**src/rtl/adv_video_timing.sv**
```systemverilog
// Raster timing generator and pixel pacer feeding the ADV7511 DDR output stage.
// Optional colour-bar source is compiled in with `define ADV_TIMING_COLORBAR_EN.
module adv_video_timing #(
    parameter int          H_ACTIVE        = 1280,
    parameter int          H_FP            = 24,
    parameter int          H_SYNC          = 32,
    parameter int          H_BP            = 24,
    parameter int          V_ACTIVE        = 720,
    parameter int          V_FP            = 68,
    parameter int          V_SYNC          = 5,
    parameter int          V_BP            = 13,
    parameter bit          HS_POL          = 1'b1,
    parameter bit          VS_POL          = 1'b1,
    parameter logic [23:0] UNDERFLOW_COLOR = 24'hFF00FF
) (
    input  logic        clk,
    input  logic        reset_n,
    input  logic        enable,
    input  logic        test_mode,
    input  logic        clr_underflow,
    input  logic        pix_valid,
    input  logic [23:0] pix_data,
    output logic        pix_ready,
    output logic        de,
    output logic        hsync,
    output logic        vsync,
    output logic [23:0] data,
    output logic        sof,
    output logic        underflow
);
    localparam int H_TOTAL  = H_ACTIVE + H_FP + H_SYNC + H_BP;
    localparam int V_TOTAL  = V_ACTIVE + V_FP + V_SYNC + V_BP;
    localparam int HW       = $clog2(H_TOTAL);
    localparam int VW       = $clog2(V_TOTAL);
    localparam int HS_START = H_ACTIVE + H_FP;
    localparam int HS_END   = HS_START + H_SYNC;
    localparam int VS_START = V_ACTIVE + V_FP;
    localparam int VS_END   = VS_START + V_SYNC;

    logic [HW-1:0] h_cnt;
    logic [VW-1:0] v_cnt;
    logic          active;
    logic          hs_on;
    logic          vs_on;
    logic          bar_mode;
    logic [23:0]   bar_color;
    logic [23:0]   next_data;
    logic          uf_event;

    // NOTE: state registers use non-blocking assignments so every flop samples pre-edge values.
    always_ff @(posedge clk or negedge reset_n) begin
        if (!reset_n) begin
            h_cnt <= '0;
            v_cnt <= '0;
        end else if (!enable) begin
            h_cnt <= '0;
            v_cnt <= '0;
        end else if (int'(h_cnt) == H_TOTAL - 1) begin
            h_cnt <= '0;
            v_cnt <= (int'(v_cnt) == V_TOTAL - 1) ? '0 : v_cnt + 1'b1;
        end else begin
            h_cnt <= h_cnt + 1'b1;
        end
    end

    assign active = (int'(h_cnt) < H_ACTIVE) && (int'(v_cnt) < V_ACTIVE);
    assign hs_on  = (int'(h_cnt) >= HS_START) && (int'(h_cnt) < HS_END);
    assign vs_on  = (int'(v_cnt) >= VS_START) && (int'(v_cnt) < VS_END);

`ifdef ADV_TIMING_COLORBAR_EN
    localparam int BAR_W = H_ACTIVE / 8;
    logic [2:0] bar_idx;

    // Index wraps past 7 in blanking; harmless since bars are only shown while active.
    assign bar_idx  = 3'(int'(h_cnt) / BAR_W);
    assign bar_mode = test_mode;

    always_comb begin
        case (bar_idx)
            3'd0:    bar_color = 24'hFFFFFF;
            3'd1:    bar_color = 24'hFFFF00;
            3'd2:    bar_color = 24'h00FFFF;
            3'd3:    bar_color = 24'h00FF00;
            3'd4:    bar_color = 24'hFF00FF;
            3'd5:    bar_color = 24'hFF0000;
            3'd6:    bar_color = 24'h0000FF;
            default: bar_color = 24'h000000;
        endcase
    end
`else
    logic unused_test_mode;

    assign unused_test_mode = test_mode;
    assign bar_mode         = 1'b0;
    assign bar_color        = 24'h000000;
`endif

    // Gated by reset_n so the upstream FIFO never sees a pull while the counters sit at (0,0) in reset.
    assign pix_ready = reset_n && enable && active && !bar_mode;
    assign uf_event  = enable && active && !bar_mode && !pix_valid;

    // NOTE: default assignment first so no path through this block infers a latch.
    always_comb begin
        next_data = 24'h000000;
        if (active) begin
            if (bar_mode)       next_data = bar_color;
            else if (pix_valid) next_data = pix_data;
            else                next_data = UNDERFLOW_COLOR;
        end
    end

    always_ff @(posedge clk or negedge reset_n) begin
        if (!reset_n) begin
            de    <= 1'b0;
            data  <= 24'h000000;
            sof   <= 1'b0;
            hsync <= ~HS_POL;
            vsync <= ~VS_POL;
        end else if (!enable) begin
            de    <= 1'b0;
            data  <= 24'h000000;
            sof   <= 1'b0;
            hsync <= ~HS_POL;
            vsync <= ~VS_POL;
        end else begin
            de    <= active;
            data  <= next_data;
            sof   <= (h_cnt == '0) && (v_cnt == '0);
            hsync <= hs_on ? HS_POL : ~HS_POL;
            vsync <= vs_on ? VS_POL : ~VS_POL;
        end
    end

    // Sticky status: a new underflow beats a simultaneous clear.
    always_ff @(posedge clk or negedge reset_n) begin
        if (!reset_n)           underflow <= 1'b0;
        else if (uf_event)      underflow <= 1'b1;
        else if (clr_underflow) underflow <= 1'b0;
    end
endmodule
```
**config.mk**
```make
export PLATFORM = sky130hd
export DESIGN_NAME = adv_video_timing
export DESIGN_NICKNAME = d
export VERILOG_FILES = /design/src/rtl/adv_video_timing.sv
export SDC_FILE = /design/constraint.sdc
export NUM_CORES = 1
export LEC_CHECK = 0
export CAP_MARGIN = 10
export CELL_PAD_IN_SITES_DETAIL_PLACEMENT = 2
export CELL_PAD_IN_SITES_GLOBAL_PLACEMENT = 2
export CORE_UTILIZATION = 30
export CTS_CLUSTER_SIZE = 8
export DETAILED_ROUTE_END_ITERATION = 16
export GPL_TIMING_DRIVEN = 0
export PLACE_DENSITY = 0.78
export SYNTH_ARGS = -nofsm -noshare
export SYNTH_HDL_FRONTEND = slang
export SYNTH_SLANG_ARGS = --single-unit
```
**constraint.sdc**
```tcl
create_clock -name clk -period 2.3 [get_ports clk]
set_clock_uncertainty 0.05 [all_clocks]
set_input_delay 0.69 -clock clk [delete_from_list [all_inputs] [get_ports clk]]
set_output_delay 0.69 -clock clk [all_outputs]
set_load 0.1 [all_outputs]
```
## Yosys cells after proc, flatten, opt, wreduce, memory -nomap -nowiden

Cells that the tools add are included.

- Add/subtract/negate cells: 2
- $mul: 0
- Divide/modulo/power cells: 0
- Magnitude comparators: 6
- Equal/unequal tests: 3
- Shift-type cells: 0
- Multiplexer cells: 16
- Bitwise gates (word level): 0
- Reductions and logical operators: 12

Operator list:

| cell | count |
|---|---|
| 24-bit 2-to-1 mux | 3 |
| 10-bit 2-to-1 mux | 3 |
| 11-bit less-than comparator (second input constant) | 2 |
| 11-bit 2-to-1 mux | 2 |
| 10-bit less-than comparator (second input constant) | 2 |
| 11-bit by 1-bit adder with 11-bit output (second input constant) | 1 |
| 11-bit == test (second input constant) | 1 |
| 11-bit >= comparator (second input constant) | 1 |
| 11-bit logical NOT | 1 |
| 10-bit by 1-bit adder with 10-bit output (second input constant) | 1 |
| 10-bit by 9-bit == test with 1-bit output (second input constant) | 1 |
| 10-bit >= comparator (second input constant) | 1 |
| 10-bit logical NOT | 1 |
| 1-bit logical AND | 8 |
| 1-bit 2-to-1 mux | 8 |
| 2-bit by 1-bit inequality test with 1-bit output (second input constant) | 1 |
| 2-bit nonzero test | 1 |
| 1-bit logical NOT | 1 |

- Register bits: 50
- Bits in latches: 0
- RAM bits: 0
- Bits in read-only memories: 0
- Word-level logic and storage cells: 47
- Memories: 0

## Longest topological paths before layout

Gate-level depths: netlist of run 1.

- Depth after elaboration: 5
- Depth in mapped cells: 6
- Gate-level depth less buffers: 6

## Worst setup path before layout of run 1

OpenSTA, ideal clock, no wires.

- Path kind: input to output
- From: input port enable
- To: output port pix_ready
- Arrival time: 1816 ps
- Setup slack: -256 ps
- Cell stages on the path: 3
- Buffers on the path: 0
- Cell sequence: o2111ai_2 > inv_2 > and2_1

- Word-level cells in the longest chain between the ends: 2

RTL lines:

| what | RTL line | text |
|---|---|---|
| start: declaration | 18 | `input logic enable,` |
| 1-bit logical AND (2 in a row) | 99 | `assign pix_ready = reset_n && enable && active && !bar_mode;` |
| end: declaration | 23 | `output logic pix_ready,` |

No other way between the ends.

## Worst setup path after layout of run 1

- From: register v_cnt[5]
- To: output port pix_ready

- Word-level cells in the longest chain between the ends: 3

RTL lines:

| what | RTL line | text |
|---|---|---|
| start: declaration | 41 | `logic [VW-1:0] v_cnt;` |
| start signal: assignment | 60 | `v_cnt <= (int'(v_cnt) == V_TOTAL - 1) ? '0 : v_cnt + 1'b1;` |
| 10-bit less-than comparator | 66 | `assign active = (int'(h_cnt) < H_ACTIVE) && (int'(v_cnt) < V_ACTIVE);` |
| 1-bit logical AND | 66 |  |
| 1-bit logical AND | 99 |  |

No other way between the ends.

==> results of run 1 <==
area by class of cell:
type	instances	area (µm²)	share of cell area
Tap cell	99	124	0.0382
Timing Repair Buffer	65	613	0.189
Sequential cell	50	1260	0.388
Multi-Input combinational cell	143	960	0.296
Clock buffer	6	72.6	0.0224
Clock inverter	2	37.5	0.0116
Buffer	12	86.3	0.0267
Inverter	23	88.8	0.0274
metal layers:
layer  global-route usage  share of wire  vias up  routed length (µm)
met5                    0              0        -                   0
met4               0.0390         0.0086        0                  58
met3               0.0724          0.086        7                 577
met2                0.303           0.50       54                3340
met1                0.191           0.41     1005                2730
li1                     -              -      928                   -
final timing paths:
check,startpoint,end,depth (start not counted)
max,v_cnt[5],pix_ready,6
min,reset_n,h_cnt[4],1
max reg2reg,h_cnt[0],h_cnt[10],6
min reg2reg,h_cnt[0],h_cnt[0],1
max in group asynchronous,reset_n,v_cnt[7],2
min in group clk,h_cnt[0],h_cnt[0],1
state kept, by name (all words and copies together), names as in the netlist:
signal	count
data	24
hsync	1
underflow	1
v_cnt	10
sof	1
h_cnt	11
de	1
vsync	1
synthesized netlist by cell type (all sizes together), types with 2 or more instances:
cell type  instances
a21oi             23
ha                 6
nand3             11
o22ai              4
a311oi             2
and2               2
or3                4
inv               23
and3              20
nor4               3
nand2b             2
nand4              7
buf                8
nor2              13
nor2b              2
dfrtp             50
xnor2              4
clkbuf             4
nand2             16
and4               3
xor2               6
nor4b              3
o21ai              4
placed cells by master, fill, tap and decap left out, types with 2 or more instances in the layout:
cell / count
buf_12: 2
nand2b_1: 2
clkbuf_8: 6
and3_2: 2
nand2_1: 15
nand4_1: 6
nor4b_1: 3
clkdlybuf4s50_1: 26
xor2_1: 6
xnor2_1: 4
o21ai_0: 2
or3_1: 4
nand3_1: 11
a21oi_1: 23
buf_4: 8
and3_1: 17
nor2_1: 13
ha_1: 6
dfrtp_1: 45
clkbuf_2: 2
o22ai_1: 4
buf_6: 3
and4_1: 3
dlygate4sd2_1: 24
clkbuf_1: 4
inv_1: 22
nor2b_1: 2
nor4_1: 2
clkdlybuf4s15_1: 4
dfrtp_2: 5
buf_2: 4
power groups by stage:
stage | logic [mW] | registers, mW | clock network, mW
floorplan | 0.0562 | 1.15 | 0
finish | 0.403 | 0.922 | 0.632
global placement | 0.409 | 0.939 | 0
global route | 0.422 | 0.926 | 0.684
CTS | 0.405 | 0.922 | 0.647
detailed placement | 0.419 | 0.942 | 0
cells by family after synthesis:
family,share of synthesized area
buffers and inverters,0.0718
adders and majority gates,0.0319
xor gates and xnor gates,0.0373
muxes,0.00426
and+or+nand+nor,0.218
DFF,0.532
AOI/OAI and AO/OA,0.105
metrics by stage:
step	cells	utilization	total power, mW	setup WS, ns
final	400	0.437	1.96	-0.0287
after global routing	400	0.437	2.03	-0.112
after CTS	395	0.431	1.97	-0.103
after detailed placement	386	0.415	1.36	-1.55
after global placement	385	0.413	1.35	-2.87
after floorplan	228	-	1.20	0.0297
what timing repair did:
| item | in CTS | in global routing |
|---|---|---|
| endpoints found under the hold margin | 0 | 0 |
| setup buffers | 1 | 5 |
| endpoints found under the setup margin | 30 | 7 |
| pin swaps | 1 | 2 |
| resized for setup | 51 | 11 |
==> impl_metrics.tcl, run 1 <==
set metrics [dict create \
    synth_edf_count 0 \
    whs_ns 0.162 \
    crit_family "buffers and inverters" \
    slew_headroom 0.341 \
    fmax_ghz 0.429 \
    intPower_mw 1.34 \
    slew_violations 0 \
    worstSetupStartpointType "register" \
    dieArea_um2 8190 \
    routabilityCongestion 0.777 \
    clockRootBuffer "clkbuf_8" \
    setup_viol 1 \
    power-per-cell-area_nw_per_um2 604 \
    p_clk_frac 0.323 \
    cp_cell_sequence "buf_6, o21ai_4, o2111ai_4, inv_4, and2_4, buf_12" \
    start_util 0.317 \
    rsz0062_at_grt "true" \
    postCtsHoldBufs 0 \
    clk_pin_slew_ns 0.10 \
    synthArstFlopShare 1.00 \
    avgRoutedWirePerCell_um 16.8 \
    synth_seq_cells 50 \
    cts.path.max_buffers 2 \
    p_switching_mw 0.621 \
    fin_crit_ns 2.33 \
    overflow 0 \
    synth_ff_type "dfrtp_1" \
    final_area_um2 3240 \
    syn-instance-count 228 \
    p_comb_frac 0.206 \
    rows 31 \
    cap_violations 0 \
    numCtsBuffers 5 \
    crit_type "register to primary output" \
    ys_seq_area_frac 0.532 \
    track_usage 0.172 \
    grt_pass1_vias 2232 \
    fin_nets 336 \
    fp.dieH_um 90.5 \
    power.leakage_nw 1.56 \
    drtIter0Drc 77 \
    worstSetupEndpointType "primary output" \
    worstPathRequired_ns 1.56 \
    drcViolationCount 0 \
    n_antenna_cell 0 \
    synth.distinct_cells 41 \
    critical_path.max_stage_delay_ns 0.38 \
    yosysTopAreaCell "dfrtp_1" \
    worstPathArrival_ns 1.59 \
    hp-class "input port to async pin" \
    drive_gt1_frac 0.156 \
    final-hold-violation-count 0 \
    outcome "finished, violations left" \
    period_share 1.01 \
    critPathBufInv 3 \
    vdd_ir_drop_max_uv 264 \
    syn_avg_cell_area_um2 10.3 \
    grt_first_pass_wirelength_um 11200 \
    htreeDepth 2 \
    clock_sinks 50 \
    dp_hpwl_um 4880 \
    setup_ws_ns -0.0287 \
    yosysWarnings 0 \
    fin_setup_tns_ns -0.0287 \
    seqPwrFrac 0.471 \
    synth_nets 264 \
    worst-slew-pin-transition_ns 0.993 \
    detail-route-antenna-nets 0 \
    netlist_area_um2 2350 \
    coreArea_um2 7410 \
    postRouteWirelength_um 6710 \
    synth_top_cell_area_share 0.532 \
    swShare 0.317 \
    clk-insertion-delay-late_ns 0.30 \
    die_w_um 90.5 \
    netlist_top_cells_area "dfrtp_1 53%, a21oi_1 4.9%, and3_1 4.5%" \
    io_pins 60 \
    portBuffers 58 \
    antenna_found_initial 0 \
    grt_max_degree 41 \
    dr.pass1.iters 4 \
    violations "setup timing" \
    regToRegSetupSlack_ns 0.45 \
    cts_tree "done" \
    drt-vias-per-instance 4.99 \
    area_delta_synth_final_pct 37.8 \
    placed_area_um2 3070 \
    slowest_stage "dfrtp_1" \
    vias 1994 \
    worstPathMaxFanout 6 \
    fillers 781 \
]
(Power assumes the default switching activity.)
==> run 2, diff against run 1 <==
Settings changed: CORE_UTILIZATION 30 to 27, HOLD_SLACK_MARGIN set to 0.15, PLACE_DENSITY 0.78 to 0.74.
Clock period 2.3 ns to 2.1 ns, I/O delays scaled along.
==> run 2 against run 1 <==
Compared with the run above:
- the run still ends with setup timing left
- global-route usage is 0.84 points lower
- first-iteration DRC count decreased by 39%
- final cell count increased by 0.75%
- power rose by 12%
- sequential share of layout area shrank 0.81 points
- via count decreased by 0.65%
- setup slack got worse by 0.095 ns
- worst hold slack improved by 0.057 ns
- core utilization down 4.1 points
- count of clock-buffer cells in the layout is 1 lower
- non-clock buffer count fell by 3
- critical endpoint unchanged
==> impl_metrics.tcl, run 2 (synthesized netlist as in run 1, its figures left out) <==
set metrics [dict create \
    r2r-start "h_cnt[0]" \
    cp_cell_sequence "buf_6, o21ai_4, o2111ai_4, inv_2, and2_4, buf_12" \
    grt_max_degree 39 \
    worstPathArrival_ns 1.54 \
    reg2reg_to "h_cnt[9]" \
    registers.top_by_ff_count "data" \
    fillers 905 \
    clk-insertion-delay-late_ns 0.31 \
    antenna_found_initial 0 \
    layout_commonest_cell "dfrtp_1" \
    numCtsBuffers 5 \
    slew_headroom 0.584 \
    start_util 0.282 \
    cts.path.max_buffers 2 \
    avgRoutedWirePerCell_um 16.5 \
    postRouteWirelength_um 6670 \
    area_delta_synth_final_pct 40.7 \
    n_antenna_cell 0 \
    grt_pass1_vias 2198 \
    drt-vias-per-instance 4.92 \
    setup_viol 1 \
    fmax_ghz 0.450 \
    coreArea_um2 8340 \
    final_cell_mix "45 x dfrtp_1, 29 x clkdlybuf4s15_2, 26 x clkdlybuf4s50_1" \
    dr.pass1.iters 4 \
    routabilityCongestion 0.742 \
    worstSetupStartpointType "register" \
    hp-class "input port to async pin" \
    fp.dieH_um 95.3 \
    largest_reg_flops 24 \
    rows 33 \
    slew_violations 0 \
    fin_nets 333 \
    startpoint "v_cnt[5]" \
    final-hold-violation-count 0 \
    power-per-cell-area_nw_per_um2 664 \
    crit_type "register to primary output" \
    whs_ns 0.218 \
    fin_crit_ns 2.22 \
    cts_tree "done" \
    overflow 0 \
    reg.largest.list "data (24), h_cnt (11), v_cnt (10)" \
    drtIter0Drc 47 \
    worstSetupEndpointType "primary output" \
    regToRegSetupSlack_ns 0.26 \
    outcome "finished, violations left" \
    worstPathMaxFanout 10 \
    reg2regPathDepth 6 \
    slowest_stage "dfrtp_1" \
    htreeDepth 2 \
    clock_sinks 50 \
    die_w_um 95.3 \
    clockRootBuffer "clkbuf_8" \
    drcViolationCount 0 \
    critical_path.max_stage_delay_ns 0.39 \
    setup.worst_path.end "pix_ready" \
    vias 1981 \
    grt_first_pass_wirelength_um 11300 \
    track_usage 0.163 \
    worstPathRequired_ns 1.42 \
    dp_slack_ns -1.56 \
    vdd_ir_drop_max_uv 262 \
    dieArea_um2 9080 \
    detail-route-antenna-nets 0 \
    period_share 1.06 \
    drive_gt1_frac 0.242 \
    power.leakage_nw 1.49 \
    dp_hpwl_um 4770 \
    clk_pin_slew_ns 0.11 \
    cap_violations 0 \
    setup_ws_ns -0.123 \
    io_pins 60 \
    portBuffers 58 \
    worst-slew-pin-transition_ns 0.623 \
    violations "setup timing" \
    rsz0062_at_grt "true" \
]
-- run 2: layout make-up --
cell class | count | area (µm²) | share of cell area
Sequential cell | 50 | 1260 | 0.380
Multi-Input combinational cell | 143 | 962 | 0.291
Timing Repair Buffer | 62 | 668 | 0.202
Tap cell | 105 | 131 | 0.0397
Buffer | 12 | 86.3 | 0.0261
Inverter | 23 | 86.3 | 0.0261
Clock buffer | 5 | 68.8 | 0.0208
Clock inverter | 3 | 47.5 | 0.0144
-- run 2: stage by stage --
step | util | total power [mW] | instance area (µm²) | instances | setup TNS, ns
finish | 0.397 | 2.20 | 3310 | 403 | -0.123
global route | 0.397 | 2.29 | 3310 | 403 | -0.193
CTS | 0.396 | 2.23 | 3310 | 403 | -0.136
detailed placement | 0.369 | 1.49 | 3080 | 392 | -4.02
global placement | 0.368 | 1.48 | 3070 | 391 | -70.31
floorplan | - | 1.32 | 2350 | 228 | 0
-- run 2: what timing repair did --
item	in CTS	in global routing
endpoints found under the setup margin	30	1
gates resized for setup	110	1
gates cloned	0	0
pin swaps	1	0
endpoints found under the hold margin	13	0
buffers inserted	2	0
hold buffers	1	0
-- run 2: per-layer routing --
metal / part of all wire / GRT usage / vias up
met1: 0.43 / 0.200 / 996
met2: 0.48 / 0.270 / 56
met4: 0.0079 / 0.0328 / 0
li1: - / - / 924
met5: 0 / 0 / -
met3: 0.087 / 0.0662 / 5
-- run 2: how the worst min path moves through the flow --
stage,end,cells after the start,slack (ns)
final,h_cnt[8],2,0.22
after global routing,h_cnt[1],2,0.23
after CTS,v_cnt[4],2,0.23
after detailed placement,h_cnt[0],1,0.45
after global placement,h_cnt[0],1,0.41
after floorplan,data[0],0,0.28
-- run 2: worst max-delay path: cells and delay by family, from the launching register on --
kind | cells | cell delay (ns)
compound gates | 2 | 0.29
buf+inv | 3 | 0.39
flops | 1 | 0.39
simple gates | 1 | 0.15
-- run 2: report_power, final --
| group | leakage (nW) | switching, mW | internal, mW |
|---|---|---|---|
| Clock | 0.0591 | 0.369 | 0.364 |
| Sequential | 0.652 | 0.0138 | 0.996 |
| Combinational | 0.784 | 0.330 | 0.123 |
==> run 3, diff against run 2 <==
Settings changed: SLEW_MARGIN set to 20.
==> run 3 against run 2 <==
Compared with the run above:
- the run still ends with setup timing left
- setup slack better by 0.029 ns
- sequential power about the same
- via count up 0.45%
- non-clock buffer count up 10
- register-to-register slack worse by 0.05 ns
- die area unchanged
- largest cell class unchanged
==> impl_metrics.tcl, run 3 (synthesized netlist as in run 1, its figures left out) <==
set metrics [dict create \
    worstSetupStartpointType "register" \
    outcome "finished, violations left" \
    layout_commonest_cell "dfrtp_1" \
    crit_type "register to primary output" \
    fin_cells 413 \
    start_util 0.282 \
    slew_headroom 0.620 \
    worstPathMaxFanout 3 \
    fin_nets 343 \
    numCtsBuffers 5 \
    drcViolationCount 0 \
    clk_pin_slew_ns 0.11 \
    final_util 0.405 \
    r2r-start "h_cnt[0]" \
    portBuffers 58 \
    p_total_mw 2.17 \
    slew_violations 0 \
    fmax_ghz 0.456 \
    largest_reg_flops 24 \
    setup_ws_ns -0.0949 \
    dr.pass1.iters 3 \
    power-per-cell-area_nw_per_um2 643 \
    clock_sinks 50 \
    antenna_found_initial 0 \
    clk-insertion-delay-late_ns 0.31 \
    worstPathArrival_ns 1.51 \
    clockRootBuffer "clkbuf_8" \
    dieArea_um2 9080 \
    period_share 1.05 \
    dp_slack_ns -1.57 \
    setup_viol 1 \
    avgRoutedWirePerCell_um 17.3 \
    cap_violations 0 \
    rows 33 \
    cts_tree "done" \
    area_delta_synth_final_pct 43.5 \
    postCtsHoldBufs 0 \
    vdd_ir_drop_max_uv 265 \
    fp.dieH_um 95.3 \
    dp_hpwl_um 4660 \
    htreeDepth 2 \
    grt_pass1_vias 2242 \
    power.leakage_nw 1.54 \
    postRouteWirelength_um 7130 \
    drtIter0Drc 49 \
    detail-route-antenna-nets 0 \
    grt_max_degree 52 \
    reg.largest.list "data (24), h_cnt (11), v_cnt (10)" \
    worst-slew-pin-transition_ns 0.572 \
    dp_cells 391 \
    registers.top_by_ff_count "data" \
    worstPathRequired_ns 1.42 \
    rsz0062_at_grt "true" \
    fin_setup_tns_ns -0.0949 \
    vias 1990 \
    violations "setup timing" \
    io_pins 60 \
    final-hold-violation-count 0 \
    grt_first_pass_wirelength_um 11900 \
    routabilityCongestion 0.742 \
    drive_gt1_frac 0.269 \
    drt-vias-per-instance 4.82 \
    cts.path.max_buffers 2 \
    final_cell_mix "43 x dfrtp_1, 29 x clkdlybuf4s15_2, 26 x clkdlybuf4s50_1" \
    worstSetupEndpointType "primary output" \
    overflow 0 \
    coreArea_um2 8340 \
    fillers 888 \
    n_antenna_cell 0 \
    startpoint "v_cnt[4]" \
    die_w_um 95.3 \
    hp-class "input port to async pin" \
    fin_crit_ns 2.19 \
    track_usage 0.174 \
]
[run 3: changes by cell type in the layout (fill, tap and decap cells not counted), moves of 2 or more]
cell	delta
dfrtp_2	+2
inv_6	-2
dfrtp_1	-2
buf_4	+12
[run 3: routing by layer]
metal / wire (µm) / part of all wire / up-vias / global-route usage
met2: 3410 / 0.48 / 58 / 0.288
met3: 634 / 0.089 / 8 / 0.0726
li1: - / - / 939 / -
met5: 0 / 0 / - / 0
met4: 96 / 0.013 / 0 / 0.0492
met1: 2980 / 0.42 / 985 / 0.205
[run 3: worst paths after layout]
path,endpoint,slack [ns],cells past startpoint
min in group clk,h_cnt[0],0.46,1
max in group asynchronous,v_cnt[8],1.44,1
min,v_cnt[2],0.20,1
min reg2reg,h_cnt[0],0.46,1
max reg2reg,h_cnt[8],0.21,6
max,pix_ready,-0.09,5
[run 3: cell type report]
type / instances / area, µm² / share of cell area
flip-flops and latches: 50 / 1260 / 0.373
multi-input cells: 143 / 967 / 0.287
repair buffers: 73 / 742 / 0.220
well taps: 105 / 131 / 0.0389
inverters: 23 / 88.8 / 0.0263
plain buffers: 11 / 75.1 / 0.0222
clock buffers: 6 / 72.6 / 0.0215
clock inverters: 2 / 37.5 / 0.0111
[run 3: worst max-delay path, stage by stage (launching register included)]
cell and delay [ns]:
dfrtp_2 0.45, o21ai_4 0.17, o2111ai_4 0.17, inv_4 0.08
and2_4 0.15, buf_12 0.17
[run 3: what timing repair did]
action / 4_1_cts / 5_1_grt
endpoints found under the setup margin: 30 / 1
setup buffers: 5 / 10
gates resized for setup: 112 / 3
cloned: 0 / 0
pin swaps: 2 / 2
[run 3: report_power, final]
part	switching, mW	internal, mW
registers	0.0144	0.996
clock network	0.353	0.356
logic	0.330	0.120
total	0.697	1.47
[run 3: per-stage QoR]
stage	hold WS [ns]	cell area [µm²]
2_1_floorplan	0.284	2350
3_3_place_gp	0.414	3070
3_5_place_dp	0.450	3060
4_1_cts	0.223	3310
5_1_grt	0.234	3370
6_report	0.195	3370
